`src/rtl/mario_pkg.sv`:
```
// Shared types and constants for Mario's per-frame logic: motion state,
// screen/sprite geometry and the default physics tuning.
package mario_pkg;

  typedef enum logic [1:0] {GROUND, RISE, FALL} motion_state_t;

  localparam int SCREEN_W = 640;
  localparam int SCREEN_H = 480;
  localparam int SPRITE_W = 32;
  localparam int SPRITE_H = 32;

  localparam int X_START_DEF    = 64;
  localparam int Y_FLOOR_DEF    = 400;
  localparam int X_MIN_DEF      = 0;
  localparam int X_MAX_DEF      = SCREEN_W - SPRITE_W;
  localparam int WALK_SPEED_DEF = 2;
  localparam int JUMP_VEL_DEF   = 12;
  localparam int GRAVITY_DEF    = 1;
  localparam int MAX_FALL_DEF   = 8;
  localparam int ANIM_DIV_DEF   = 4;

endpackage

```
`src/rtl/mario_motion_frame_tick_gen.sv`:
```
// Rising-edge detector on the frame strobe; emits a one-Clk tick per frame.
module frame_tick_gen (
  input  logic Clk,
  input  logic Reset,
  input  logic frame_clk,
  output logic tick
);

  logic frame_clk_q;

  // Clearing the history on reset makes a strobe held high across reset
  // release count as exactly one edge.
  always_ff @(posedge Clk) begin
    if (Reset) frame_clk_q <= 1'b0;
    else       frame_clk_q <= frame_clk;
  end

  assign tick = frame_clk & ~frame_clk_q;

endmodule

```
`src/rtl/mario_motion.sv`:
```
// Per-frame player motion: clamped horizontal walk, jump/gravity state
// machine and walk animation, all advanced once per frame tick.
module mario_motion
  import mario_pkg::*;
#(
  parameter int X_START    = X_START_DEF,
  parameter int Y_FLOOR    = Y_FLOOR_DEF,
  parameter int X_MIN      = X_MIN_DEF,
  parameter int X_MAX      = X_MAX_DEF,
  parameter int WALK_SPEED = WALK_SPEED_DEF,
  parameter int JUMP_VEL   = JUMP_VEL_DEF,
  parameter int GRAVITY    = GRAVITY_DEF,
  parameter int MAX_FALL   = MAX_FALL_DEF,
  parameter int ANIM_DIV   = ANIM_DIV_DEF
) (
  input  logic       Clk,
  input  logic       Reset,
  input  logic       frame_clk,
  input  logic       w_on,
  input  logic       a_on,
  input  logic       d_on,
  output logic [9:0] mario_x,
  output logic [9:0] mario_y,
  output logic       facing_left,
  output logic       airborne,
  output logic       walking,
  output logic [1:0] anim_frame
);

  localparam logic signed [10:0] XMIN_S   = 11'(X_MIN);
  localparam logic signed [10:0] XMAX_S   = 11'(X_MAX);
  localparam logic signed [10:0] YFLOOR_S = 11'(Y_FLOOR);
  localparam logic signed [5:0]  MAXF_S   = 6'(MAX_FALL);

  logic tick;

  frame_tick_gen u_tick (
    .Clk       (Clk),
    .Reset     (Reset),
    .frame_clk (frame_clk),
    .tick      (tick)
  );

  motion_state_t      state_q, state_d;
  logic [9:0]         x_q, x_d, y_q, y_d;
  logic signed [5:0]  x_vel_q, x_vel_d, y_vel_q, y_vel_d;
  logic               facing_q, facing_d;
  logic               armed_q, armed_d;
  logic [1:0]         anim_q, anim_d;
  logic [7:0]         div_q, div_d;

  logic signed [10:0] x_sum, y_sum;
  logic signed [5:0]  vel_inc;
  logic               walk_d;

  always_comb begin
    state_d  = state_q;
    x_d      = x_q;
    y_d      = y_q;
    x_vel_d  = '0;
    y_vel_d  = y_vel_q;
    facing_d = facing_q;
    armed_d  = armed_q;
    anim_d   = anim_q;
    div_d    = div_q;

    if (a_on && !d_on) begin
      x_vel_d  = -6'(WALK_SPEED);
      facing_d = 1'b1;
    end else if (d_on && !a_on) begin
      x_vel_d  = 6'(WALK_SPEED);
      facing_d = 1'b0;
    end

    // Signed 11-bit sum so walking past either edge saturates instead of wrapping.
    x_sum = $signed({1'b0, x_q}) + $signed({{5{x_vel_d[5]}}, x_vel_d});
    if (x_sum < XMIN_S)      x_d = X_MIN[9:0];
    else if (x_sum > XMAX_S) x_d = X_MAX[9:0];
    else                     x_d = x_sum[9:0];

    y_sum   = $signed({1'b0, y_q}) + $signed({{5{y_vel_q[5]}}, y_vel_q});
    vel_inc = y_vel_q + 6'(GRAVITY);

    case (state_q)
      GROUND: begin
        // Jump needs a fresh press: W must be seen released while grounded.
        if (w_on && armed_q) begin
          y_vel_d = -6'(JUMP_VEL);
          armed_d = 1'b0;
          state_d = RISE;
        end else if (!w_on) begin
          armed_d = 1'b1;
        end
      end
      RISE: begin
        if (y_sum < 11'sd0) begin
          y_d     = '0;
          y_vel_d = '0;
          state_d = FALL;
        end else begin
          y_d     = y_sum[9:0];
          y_vel_d = vel_inc;
          if (!vel_inc[5]) state_d = FALL;
        end
      end
      FALL: begin
        if (y_sum >= YFLOOR_S) begin
          y_d     = Y_FLOOR[9:0];
          y_vel_d = '0;
          state_d = GROUND;
        end else begin
          y_d     = y_sum[9:0];
          y_vel_d = (vel_inc > MAXF_S) ? MAXF_S : vel_inc;
        end
      end
      default: state_d = GROUND;
    endcase

    // Animation follows the post-tick walking status so the first step counts.
    walk_d = (x_vel_d != '0) && (state_d == GROUND);
    if (walk_d) begin
      if (div_q == 8'(ANIM_DIV - 1)) begin
        div_d  = '0;
        anim_d = anim_q + 2'd1;
      end else begin
        div_d = div_q + 8'd1;
      end
    end else begin
      div_d  = '0;
      anim_d = '0;
    end
  end

  always_ff @(posedge Clk) begin
    if (Reset) begin
      state_q  <= GROUND;
      x_q      <= X_START[9:0];
      y_q      <= Y_FLOOR[9:0];
      x_vel_q  <= '0;
      y_vel_q  <= '0;
      facing_q <= 1'b0;
      armed_q  <= 1'b0;
      anim_q   <= '0;
      div_q    <= '0;
    end else if (tick) begin
      state_q  <= state_d;
      x_q      <= x_d;
      y_q      <= y_d;
      x_vel_q  <= x_vel_d;
      y_vel_q  <= y_vel_d;
      facing_q <= facing_d;
      armed_q  <= armed_d;
      anim_q   <= anim_d;
      div_q    <= div_d;
    end
  end

  assign mario_x     = x_q;
  assign mario_y     = y_q;
  assign facing_left = facing_q;
  assign anim_frame  = anim_q;
  assign airborne    = (state_q != GROUND);
  assign walking     = (x_vel_q != '0) && (state_q == GROUND);

endmodule

```
`config.mk`:
```
export PLATFORM = sky130hd
export DESIGN_NAME = mario_motion
export DESIGN_NICKNAME = d
export VERILOG_FILES = /design/src/rtl/mario_pkg.sv /design/src/rtl/mario_motion_frame_tick_gen.sv /design/src/rtl/mario_motion.sv
export SDC_FILE = /design/constraint.sdc
export NUM_CORES = 1
export LEC_CHECK = 0
export ABC_CLOCK_PERIOD_IN_PS = 3400
export BUFFER_PORTS_ARGS = -buffer_cell sky130_fd_sc_hd__buf_2
export CAP_MARGIN = 30
export CORE_UTILIZATION = 50
export CTS_CLUSTER_DIAMETER = 30
export DETAILED_ROUTE_END_ITERATION = 7
export GPL_TIMING_DRIVEN = 0
export PLACE_DENSITY = 0.69
export SYNTH_ARGS = -nofsm -noshare
export SYNTH_HDL_FRONTEND = slang
export SYNTH_HIERARCHICAL = 1
export SYNTH_SLANG_ARGS = --single-unit
```
`constraint.sdc`:
```
create_clock -name Clk -period 3.4 [get_ports Clk]
set_clock_uncertainty 0.2 [all_clocks]
set_input_delay 0.17 -clock Clk [delete_from_list [all_inputs] [get_ports Clk]]
set_output_delay 0.17 -clock Clk [all_outputs]
set_load 0.01 [all_outputs]
```
* Word-level counts from Yosys, hierarchy flattened
Index checks and enable logic that the tools add are counted.
Word-level totals: register bits 47, output and inout port bits 25, word-level logic and storage cells 73
Cells by class: $add $sub $neg 5, $lt $le $gt $ge 5, eq/ne operators 6, mux-type cells 25, bitwise operators 2, reduce and logical (&&, ||, !) cells 20
Operator list (number):
- 10-bit 2-to-1 mux | 4
- 6-bit 2-to-1 mux | 5
- 11-bit by 6-bit adder with 11-bit output | 2
- 11-bit by 1-bit less-than comparator with 1-bit output (second input constant) | 2
- 10-bit case mux with 2 select lines | 1
- 6-bit case mux with 3 select lines | 1
- 8-bit 2-to-1 mux | 2
- 2-bit 2-to-1 mux | 7
- 6-bit nonzero test | 2
- 11-bit by 10-bit greater-or-equal comparator with 1-bit output (second input constant) | 1
- 11-bit > comparator (second input constant) | 1
- 8-bit by 1-bit adder with 8-bit output (second input constant) | 1
- 8-bit by 2-bit equality test with 1-bit output (second input constant) | 1
- 6-bit by 2-bit adder with 6-bit output (second input constant) | 1
- 6-bit by 5-bit > comparator with 1-bit output (second input constant) | 1
- 2-bit case mux with 3 select lines | 1
- 2-bit AND reduction | 3
- 3-bit AND reduction | 2
- 2-bit nonzero test | 3
- 1-bit logical AND | 5
- 2-bit logical NOT | 2
- 1-bit 2-to-1 mux | 4
- 2-bit by 1-bit != test with 1-bit output (second input constant) | 2
- 3-bit nonzero test | 1
- other kinds (7) | 8

* Logic depth before layout (Yosys ltp)
Gate-level depths: netlist (run 1).
depth in word-level cells 8, gate-level depth with buffers 13

* Hierarchy
Netlist (run 1), hierarchy kept.
Modules (own cells, without submodules):
- mario_motion | instances 1, cells an instance 373, area an instance 3173.0 sq um, seq. area each 820.8 sq um
- frame_tick_gen | instances 1, cells an instance 3, area an instance 47.5 sq um, seq. area each 20.0 sq um

* Worst setup path before layout (run 1)
OpenSTA, ideal clock, no wires.
kind flip-flop to flip-flop, start point reg y_q[0] (netlist: mario_y[0]), end point reg y_q[1] (netlist: mario_y[1]), arrival 2.814 ns, path slack 0.269 ns, cell stages (with the launch flop) 12, period minus slack after synthesis 3.131 ns, path through dfxtp_1 > ha_1 > fa_1 > a211oi_2 > nor2_1 > mux2i_1 > a311oi_2 > nor2_1 > or3_4 > and2_4 > buf_6 > a22o_1
On the way: word-level cells in the longest chain between the ends 4, elaborated cells on any way between the ends 6, those cells by class add/sub: 1; order compare: 2; mux: 3
RTL lines:
- start, declared | line mario_motion.sv:45 | logic [9:0] x_q, x_d, y_q, y_d;
- start signal, assigned | line mario_motion.sv:138 | y_q <= Y_FLOOR[9:0];
- start signal, assigned | line mario_motion.sv:148 | y_q <= y_d;
- 11-bit by 6-bit adder with 11-bit output (*) | line mario_motion.sv:81 | y_sum = $signed({1'b0, y_q}) + $signed({{5{y_vel_q[5]}}, y_vel_q});
- 11-bit by 10-bit greater-or-equal comparator with 1-bit output or 11-bit by 1-bit less-than comparator with 1-bit output (tied branches) | line mario_motion.sv:107, mario_motion.sv:96
- 10-bit 2-to-1 mux, on equally long branches | line mario_motion.sv:107, mario_motion.sv:96
- 10-bit case mux with 2 select lines (*) | line mario_motion.sv:84 | case (state_q)
Mark *: on every way between the ends. The rest lies on a longest branch, timed or not. A chain may end at the register's enable or synchronous reset.

* Worst setup path after layout (run 1)
start point reg y_vel_q[0], end point reg y_q[0] (netlist: mario_y[0])
On the way: word-level cells in the longest chain between the ends 4, elaborated cells on any way between the ends 6, those cells by class add/sub: 1; order compare: 2; mux: 3
RTL lines:
- start, declared | line mario_motion.sv:46 | logic signed [5:0] x_vel_q, x_vel_d, y_vel_q, y_vel_d;
- start signal, assigned | line mario_motion.sv:150 | y_vel_q <= y_vel_d;
- 11-bit by 6-bit adder with 11-bit output (*) | line mario_motion.sv:81
- 11-bit by 10-bit greater-or-equal comparator with 1-bit output or 11-bit by 1-bit less-than comparator with 1-bit output (tied branches) | line mario_motion.sv:107, mario_motion.sv:96
- 10-bit 2-to-1 mux, on equally long branches | line mario_motion.sv:107, mario_motion.sv:96
- 10-bit case mux with 2 select lines (*) | line mario_motion.sv:84
Marks and branches as above.

==> impl_metrics.csv, run 1 <==
group,metric,value,unit
die,die-area,6766,um^2
grt,grt_pass1_vias,2516,
finish,fin_area,3628,um^2
critical_path,rr_worst_depth,12,
finish,finalNetCount,451,
logic_synthesis,yosysSeqAreaShare,0.2611,
placement,placed_area,3460,um^2
critical_path,rr_endpoint,"mario_y[0]",
timing,layout_min_cycle_time,3314,ps
grt,grt_max_degree,13,
logic_synthesis,synth-edff-count,0,
critical_path,ff2ff_setup_slack,90,ps
clocking,clock_latency,300,ps
die,num_io_pins,31,
grt,overflow,0,
die,die_w,82.26,um
placement,portBuffers,29,
finish,drive_gt1_frac,0.1986,
timing,finalSetupViolCount,0,
die,core_area,6061,um^2
min_path,min_path_type,"primary input to flip-flop",
placement,hpwl,5746,um
clocking,clockBufferDepth,2,
logic_synthesis,syn_avg_cell_area,8.565,um^2
finish,syn_to_final_growth,12.67,%
routing,drt_pre_antenna_iters,6,
clocking,clkSlewWorstSetupHoldPaths,80,ps
timing,relSlewSlack,0.4766,
power_and_ir_drop,power_density,305.2,nW/um^2
clocking,clockRootBuffer,"clkbuf_8",
timing,slew_violations,0,
clocking,cts_tree,"built",
placement,place_congestion,0.8620,
routing,wl_per_cell,15.85,um
die,die_y,82.26,um
critical_path,required,3400,ps
critical_path,worstReg2RegStart,"y_vel_q[0]",
routing,routed_wl,7813,um
logic_synthesis,syn_inst,376,
timing,final_hold_viol_count,0,
logic_synthesis,synthTopCellsByCount,"42 x dfxtp_1, 30 x nor2_1, 28 x nand2_1",
logic_synthesis,synthFlopType,"dfxtp_1",
logic_synthesis,ys_types,75,
die,rows,28,
logic_synthesis,ys_warn_count,6,
grt,grt_pass1_wl,12450,um
clocking,cts.sinks,42,
grt,antenna_found_initial,0,
critical_path,crit_start,"y_vel_q[0]",
timing,rsz0062_at_grt,"true",
critical_path,arrival,3310,ps
timing,max_freq,301.8,MHz
critical_path,critPathMaxFanout,6,
routing,vias,3018,
clocking,htreeDepth,2,
logic_synthesis,synth_fp_nets,410,
routing,drt_iter0_drc,206,
critical_path,setup.worst_path.end,"mario_y[0]",
outcome,status,"finished, final reports clean",
critical_path,worstSetupPathType,"flip-flop to flip-flop",
critical_path,cp-start-kind,"flip-flop",
power_and_ir_drop,leakagePower,1.486,nW
logic_synthesis,yosysTopAreaCell,"dfxtp_1",
logic_synthesis,synthesis.area,3221,um^2
die,initial_core_util,0.5314,
logic_synthesis,synth_area_leaders,"dfxtp_1 26%, ha_1 10%, a21oi_1 4.2%",
timing,fin_crit_sh,0.9746,
finish,stdcell_count,493,
finish,num_antenna_cells,0,
finish,n_fill_cell,574,
logic_synthesis,yosysTopAreaCellShare,0.2611,
grt,track_usage,0.2412,
critical_path,end_kind,"flip-flop",
routing,antenna_left,0,
logic_synthesis,async_reset_ff_frac,0,
logic_synthesis,ys_ff_latch,42,
timing,tightestPinTransition,785.1,ps
flow_run,maxCapViolations,0,
clocking,cts_buffers,5,
routing,route.detailed.drc,0,
routing,routed_via_density,6.122,
power_and_ir_drop,power,1.107,mW
power_and_ir_drop,irDropWorstVdd,0.2187,mV
logic_synthesis,yosysMostFrequentCell,"dfxtp_1",
placement,numPlacedInstances,480,
[area by class of cell]
type / count / area (um^2) / share of cell area
timing repair buffer: 34 / 190.2 / 0.05241
buffer: 17 / 98.84 / 0.02724
clock buffer: 7 / 86.33 / 0.02379
clock inverter: 1 / 5.005 / 0.001379
multi-input combinational: 296 / 2235 / 0.6159
tap: 75 / 93.84 / 0.02586
inverter: 21 / 78.83 / 0.02172
sequential: 42 / 840.8 / 0.2317
[power breakdown]
part	total [mW]	switching, mW	internal, mW
Clock	0.339	0.175	0.164
Sequential	0.520	0.0145	0.506
Combinational	0.249	0.150	0.0989
[kinds of logic (layout without fill, tap and decap cells)]
group,after synthesis,after routing,synth area share
adder cells (fa/ha/maj),28,28,0.1134
multiplexers,3,3,0.009324
buffers and inverters,38,80,0.05516
flip-flops,42,42,0.2611
AO/OA/AOI/OAI,128,128,0.3127
AND/OR/NAND/NOR,116,116,0.1904
other,1,1,0.001164
XOR/XNOR,20,20,0.05672
[placed cells by master (no fill, tap or decap), types with 3 or more instances in the layout]
cell type,Yosys,layout
dfxtp_1,42,42
buf_2,1,30
nor2_1,30,28
nand2_1,28,28
a21oi_1,27,27
ha_1,26,24
inv_1,20,20
nand3_1,14,14
o21ai_0,12,12
xnor2_1,11,11
clkbuf_1,9,10
xor2_1,8,8
a31oi_1,7,7
a21o_1,6,6
nor3_1,6,6
nand4_1,6,6
nor3_2,6,6
o32ai_1,7,6
a22o_1,6,6
clkbuf_8,0,6
o211ai_1,5,5
a311oi_1,4,4
buf_6,4,4
o21a_1,4,4
a211oi_1,4,4
a211o_1,4,4
mux2i_1,3,3
o211ai_2,3,3
o21ai_1,4,3
and2_1,3,3
nor4_1,3,3
and3_1,3,3
o21bai_1,3,3
o41ai_1,3,3
buf_4,1,3
dlygate4sd3_1,0,3
[timing repair]
| item | in CTS | in global routing |
|---|---|---|
| cloned | 0 | 0 |
| hold endpoints to repair | 2 | 0 |
| setup endpoints to repair | 9 | 17 |
| gates resized for setup | 2 | 7 |
| setup buffers | 0 | 2 |
| pin swaps | 0 | 6 |
| hold buffers | 3 | 0 |
[per-layer routing]
metal  global-route usage  vias to the layer above  wire length [um]
li1                     -                     1497                 -
met1               0.3650                     1434              3951
met2               0.3562                       78              3445
met3              0.03297                        9               347
met4              0.05614                        0                70
met5                    0                        -                 0
[worst min path at each step]
stage	from	endpoint	slack (ps)	depth (start not counted)
global placement	frame_clk	u_tick/frame_clk_q	200	2
detailed placement	frame_clk	u_tick/frame_clk_q	210	2
finish	Reset	mario_y[5]	110	4
global route	Reset	mario_y[5]	170	4
CTS	Reset	mario_y[5]	100	4
floorplan	Reset	u_tick/frame_clk_q	30	1
[metrics by stage]
stage          utilization  setup TNS (ps)  hold WS, ps  setup WS, ps
5_1_grt             0.5987          -79.45        169.4        -27.48
3_5_place_dp        0.5708          -144.7        208.4        -34.52
3_3_place_gp        0.5708          -17.41        204.7        -17.41
2_1_floorplan            -               0        34.28         269.5
6_report            0.5987               0        109.3         86.40
4_1_cts             0.5923               0        102.1         7.746
[critical path, stage by stage (launching register included)]
cell and delay (ps):
dfxtp_1 360, ha_2 220, fa_2 390, a211oi_4 390
o21a_2 200, o211ai_2 120, a311oi_2 190, buf_4 170
nor2_2 40, or3_4 410, and2_4 150, buf_6 130
a22o_1 230
[sequential cells by signal, summed over array words and instances (netlist names), 2 cells and up]
| name | count |
|---|---|
| anim_frame | 2 |
| state_q | 2 |
| mario_x | 9 |
| mario_y | 10 |
| x_vel_q | 2 |
| y_vel_q | 6 |
| div_q | 8 |
No activity file was read; power rests on OpenSTA's default activity.
==> run 2: changes to the inputs <==
==> constraint.sdc (replaced) <==
create_clock -name Clk -period 3.4 [get_ports Clk]
set_clock_uncertainty 0.2 [all_clocks]
set_input_delay 0.68 -clock Clk [delete_from_list [all_inputs] [get_ports Clk]]
set_output_delay 0.68 -clock Clk [all_outputs]
set_load 0.01 [all_outputs]
==> run 2 against run 1 <==
  * Wire length decreased by 0.14%
  * First-iteration DRC count shrank 19%
  * Core utilization increased by 0.70 points
  * Hold slack gained 170 ps
  * Critical path type is now primary input to flip-flop
  * Die area is the same
  * Worst setup slack better by 6.8 ps
  * Clock-buffer cell count fell by 2
  * Register-to-register slack gained 70 ps
  * Largest power group unchanged
  * Global-route usage decreased by 0.093 points
==> impl_metrics.csv, run 2 (synthesized netlist as in run 1, its figures left out) <==
group,metric,value,unit
critical_path,rr_worst_depth,11,
clocking,clock_latency,310,ps
clocking,clockRootBuffer,"clkbuf_8",
clocking,hold_buffers,0,
die,die_w,82.26,um
critical_path,critPathMaxFanout,6,
timing,fin_crit_sh,0.9726,
critical_path,cp_cell_sequence,"buf_2, inv_1, ha_4, inv_1, ha_2, fa_2, a21o_1, a21oi_2, o21bai_1, and2_4, o41ai_4, xnor2_2, o21a_2, o32ai_1",
critical_path,rr_endpoint,"mario_y[1]",
routing,route.detailed.drc,0,
grt,grt_pass1_vias,2551,
clocking,clkSlewWorstSetupHoldPaths,100,ps
clocking,clockBufferDepth,2,
grt,grt_pass1_wl,12340,um
finish,syn_to_final_growth,13.99,%
timing,tightestPinTransition,828.1,ps
finish,finalNetCount,450,
critical_path,end_kind,"flip-flop",
min_path,min_from,"x_vel_q[1]",
flow_run,maxCapViolations,0,
routing,drt_pre_antenna_iters,5,
power_and_ir_drop,irDropWorstVdd,0.1843,mV
finish,drive_gt1_frac,0.2230,
routing,antenna_left,0,
die,initial_core_util,0.5314,
clocking,cts_tree,"built",
placement,place_congestion,0.8669,
critical_path,worstSetupPathType,"primary input to flip-flop",
critical_path,ff2ff_setup_slack,160,ps
clocking,cts.sinks,42,
clocking,cts_buffers,5,
critical_path,path_common_cell,"inv_1",
critical_path,crit_buf_inv,3,
timing,max_freq,302.4,MHz
power_and_ir_drop,power_density,304.0,nW/um^2
placement,numPlacedInstances,480,
timing,final_hold_viol_count,0,
routing,wl_met1,3951,um
timing,relSlewSlack,0.4479,
die,rows,28,
grt,grt_max_degree,15,
die,die_y,82.26,um
min_path,holdPathStages,2,
critical_path,arrival,3300,ps
timing,slew_violations,0,
routing,dr_wl_met3,289,um
critical_path,cp-start-kind,"primary input",
power_and_ir_drop,leakagePower,1.502,nW
timing,finalSetupViolCount,0,
timing,layout_min_cycle_time,3307,ps
clocking,htreeDepth,2,
min_path,whs_endpoint,"x_vel_q[1]",
min_path,min_path_type,"flip-flop to flip-flop",
routing,wl_met2,3478,um
finish,n_fill_cell,556,
finish,stdcell_count,492,
grt,track_usage,0.2403,
finish,final_cell_mix,"42 x dfxtp_1, 30 x nor2_1, 30 x buf_2",
die,num_io_pins,31,
grt,antenna_found_initial,0,
timing,holdWs,275.9,ps
critical_path,slowest_stage,"o41ai_4",
critical_path,worstReg2RegStart,"y_vel_q[0]",
outcome,status,"finished, final reports clean",
placement,hpwl,5657,um
finish,final_common_cell,"dfxtp_1",
critical_path,critPathTopFamily,"compound AO/OA/AOI/OAI gates",
critical_path,required,3390,ps
routing,top_layer,"met4",
routing,routed_wl,7802,um
grt,overflow,0,
finish,largest_reg_flops,10,
placement,portBuffers,29,
die,die-area,6766,um^2
routing,wl_per_cell,15.86,um
routing,vias,2996,
finish,num_antenna_cells,0,
die,core_area,6061,um^2
routing,drt_iter0_drc,166,
routing,routed_via_density,6.089,
critical_path,cpPeakStageDelay,370,ps
==> run 2: cell types whose count changed in the layout (fill, tap and decap cells not counted), moves of 2 or more <==
cell / delta
buf_4: +2
dlygate4sd3_1: -3
nor2_1: +2
nor2_2: -2
xnor2_1: -2
xnor2_2: +2
==> run 2: metrics by stage <==
stage          setup WS (ps)  power (mW)  instance area, um^2    util  TNS [ps]
2_1_floorplan          23.77      0.7074                 3228       -         0
3_3_place_gp          -480.7      0.7623                 3467  0.5720     -3465
3_5_place_dp          -510.8      0.7651                 3467  0.5720     -3791
4_1_cts                3.033       1.104                 3598  0.5937         0
5_1_grt               -20.28       1.167                 3671  0.6057    -73.66
6_report               93.24       1.116                 3671  0.6057         0
==> run 2: worst max path at each step <==
stage / from / endpoint / slack [ps] / depth (start not counted)
6_report: d_on / mario_x[3] / 90 / 14
5_1_grt: d_on / mario_x[4] / -20 / 14
4_1_cts: d_on / mario_x[4] / 3 / 14
3_5_place_dp: d_on / mario_x[7] / -510 / 12
3_3_place_gp: d_on / mario_x[7] / -480 / 12
2_1_floorplan: d_on / mario_x[1] / 20 / 13
==> run 2: layout make-up <==
type	instances	area, um^2	area share
Multi-Input combinational cell	296	2293	0.6247
Sequential cell	42	840.8	0.2290
Timing Repair Buffer	33	175.2	0.04772
Buffer	17	98.84	0.02693
Tap cell	75	93.84	0.02556
Inverter	21	78.83	0.02147
Clock buffer	5	68.82	0.01875
Clock inverter	3	21.27	0.005794
==> run 2: routing by layer <==
layer  GRT usage  vias up
met3     0.04396        6
met2      0.3612       64
met4     0.07018        0
met1      0.3463     1426
met5           0        -
li1            -     1500
==> run 2: tightest hold or removal path, stage by stage, from the launching register on <==
cell	delay (ps)
dfxtp_1	320
nand2_1	60
a21oi_1	60
==> run 2: power by group <==
part	switching [mW]	internal (mW)	total, mW	leakage, nW
logic	0.153	0.103	0.256	1.12
registers	0.0146	0.506	0.520	0.340
clock network	0.196	0.145	0.340	0.0441
total	0.363	0.753	1.12	1.50
==> run 2: repair_timing <==
action / 4_1_cts / 5_1_grt
resized for setup: 7 / 11
endpoints found under the hold margin: 0 / 0
setup buffers: 0 / 4
setup endpoints to repair: 17 / 24
pin swaps: 1 / 9
gates cloned: 0 / 0
==> run 3: changes to the inputs <==
--- a/config.mk
+++ b/config.mk
@@ -8,11 +8,11 @@
 export ABC_CLOCK_PERIOD_IN_PS = 3400
 export BUFFER_PORTS_ARGS = -buffer_cell sky130_fd_sc_hd__buf_2
 export CAP_MARGIN = 30
-export CORE_UTILIZATION = 50
+export CORE_UTILIZATION = 55
 export CTS_CLUSTER_DIAMETER = 30
 export DETAILED_ROUTE_END_ITERATION = 7
 export GPL_TIMING_DRIVEN = 0
-export PLACE_DENSITY = 0.69
+export PLACE_DENSITY = 0.75
 export SYNTH_ARGS = -nofsm -noshare
 export SYNTH_HDL_FRONTEND = slang
 export SYNTH_HIERARCHICAL = 1
==> run 3 against run 2 <==
  * Sequential power about the same
  * Worst setup slack got worse by 8.2 ps
  * Non-clock buffer count increased by 6
  * Largest cell class unchanged
  * Core utilization increased by 7.3 points
  * Sequential cell count unchanged
  * First-iteration DRC count increased by 77%
  * Critical path type is now flip-flop to flip-flop
  * Clock power increased by 20%
==> impl_metrics.csv, run 3 (synthesized netlist as in run 1, its figures left out) <==
group,metric,value,unit
finish,fin_area,3782,um^2
placement,hpwl,5907,um
clocking,clkSlewWorstSetupHoldPaths,80,ps
flow_run,maxCapViolations,0,
finish,stdcell_count,495,
min_path,min_path_type,"flip-flop to flip-flop",
routing,vias,3112,
timing,finalSetupViolCount,0,
power_and_ir_drop,p_sw_frac,0.3042,
die,rows,27,
critical_path,cpPeakStageDelay,420,ps
die,die_w,78.52,um
power_and_ir_drop,pwr-share-comb,0.231,
power_and_ir_drop,p_seq_frac,0.431,
critical_path,cp-start-kind,"flip-flop",
outcome,status,"finished, final reports clean",
min_path,min_from,"x_vel_q[1]",
power_and_ir_drop,irDropWorstVdd,0.2171,mV
routing,drt_iter0_drc,293,
timing,setup_slack,85.04,ps
timing,slew_violations,0,
clocking,htreeDepth,2,
critical_path,critPathMaxFanout,6,
placement,placed_area,3463,um^2
die,initial_core_util,0.5778,
critical_path,arrival,3320,ps
grt,grt_pass1_vias,2913,
routing,drt_pre_antenna_iters,5,
placement,portBuffers,29,
timing,max_freq,301.7,MHz
routing,routed_via_density,6.287,
clocking,clockBufferDepth,2,
finish,syn_to_final_growth,17.44,%
die,die_y,78.52,um
placement,place_congestion,0.8785,
timing,holdWs,277.5,ps
placement,numPlacedInstances,477,
timing,layout_min_cycle_time,3315,ps
grt,track_usage,0.2728,
power_and_ir_drop,power_frac_clock,0.338,
grt,overflow,0,
critical_path,worstSetupPathType,"flip-flop to flip-flop",
critical_path,slowest_stage,"fa_2",
finish,finalNetCount,456,
clocking,cts.sinks,42,
die,die-area,6165,um^2
placement,pre_cts_slack,-572.0,ps
die,num_io_pins,31,
finish,final_common_cell,"dfxtp_1",
critical_path,required,3400,ps
timing,tightestPinTransition,739.0,ps
clocking,clock_latency,300,ps
routing,wl_per_cell,16.76,um
routing,antenna_left,0,
timing,fin_crit_sh,0.9750,
grt,grt_pass1_wl,13480,um
timing,rsz0062_at_grt,"true",
power_and_ir_drop,power,1.208,mW
routing,route.detailed.drc,0,
die,core_area,5574,um^2
critical_path,end_kind,"flip-flop",
timing,relSlewSlack,0.5073,
critical_path,crit_start,"y_vel_q[0]",
finish,largest_reg_flops,10,
clocking,cts_buffers,5,
routing,routed_wl,8297,um
power_and_ir_drop,leakagePower,1.548,nW
grt,grt_max_degree,14,
clocking,clockRootBuffer,"clkbuf_8",
timing,final_hold_viol_count,0,
power_and_ir_drop,power.internal,0.8405,mW
critical_path,worstReg2RegStart,"y_vel_q[0]",
critical_path,cp_cell_sequence,"ha_4, fa_2, a211oi_4, o21a_2, o211ai_2, a311oi_2, buf_4, nor2_2, or3_4, and2_4, buf_6, a22o_1",
clocking,hold_buffers,0,
finish,drive_gt1_frac,0.2530,
grt,antenna_found_initial,0,
finish,num_antenna_cells,0,
finish,final_cell_mix,"39 x dfxtp_1, 30 x buf_2, 29 x nor2_1",
power_and_ir_drop,power_density,319.4,nW/um^2
clocking,cts_tree,"built",
power_and_ir_drop,switching_power,0.3675,mW
==> run 3: worst paths after layout <==
path	endpoint	slack (ps)	cells past startpoint
setup / recovery	mario_y[0]	90	12
hold / removal	x_vel_q[1]	280	2
setup reg to reg	mario_y[0]	90	12
hold reg to reg	x_vel_q[1]	280	2
==> run 3: cell type report <==
class	count	area [um^2]
Multi-Input combinational cell	296	2335
Fill cell	460	1792
Sequential cell	42	847.1
Timing Repair Buffer	39	220.2
Buffer	17	98.84
Tap cell	72	90.09
Inverter	21	81.33
Clock buffer	6	72.57
Clock inverter	2	37.54
==> run 3: metrics by stage <==
stage                       util  TNS, ps
after floorplan                -        0
after global placement    0.6213    -3345
after detailed placement  0.6213    -4524
after CTS                 0.6512        0
after global routing      0.6786   -340.6
final                     0.6786        0
==> run 3: power by group through the flow <==
stage / clock network (mW) / registers [mW] / logic (mW)
2_1_floorplan: 0 / 0.532 / 0.176
3_3_place_gp: 0 / 0.531 / 0.230
3_5_place_dp: 0 / 0.532 / 0.236
4_1_cts: 0.403 / 0.520 / 0.246
5_1_grt: 0.424 / 0.523 / 0.306
6_report: 0.408 / 0.521 / 0.279
==> run 3: critical path: cells and delay by family (launching register included) <==
family,cells,cell delay (ps)
AO/OA/AOI/OAI,5,1120
adder cells (fa/ha/maj),2,600
buffers and inverters,2,310
flip-flops,1,360
AND/OR/NAND/NOR,3,630
==> run 3: per-layer routing <==
layer	vias to the layer above	GRT usage	share of wire
li1	1502	-	-
met4	0	0.09259	0.015
met1	1503	0.3609	0.47
met5	-	0	0
met3	18	0.05116	0.053
met2	89	0.4417	0.47
==> run 3: repair_timing <==
| item | CTS | global route |
|---|---|---|
| endpoints found under the hold margin | 0 | 0 |
| buffers inserted | 2 | 8 |
| gates cloned | 0 | 0 |
| setup endpoints to repair | 21 | 25 |
| pin swaps | 2 | 15 |
| resized for setup | 7 | 24 |
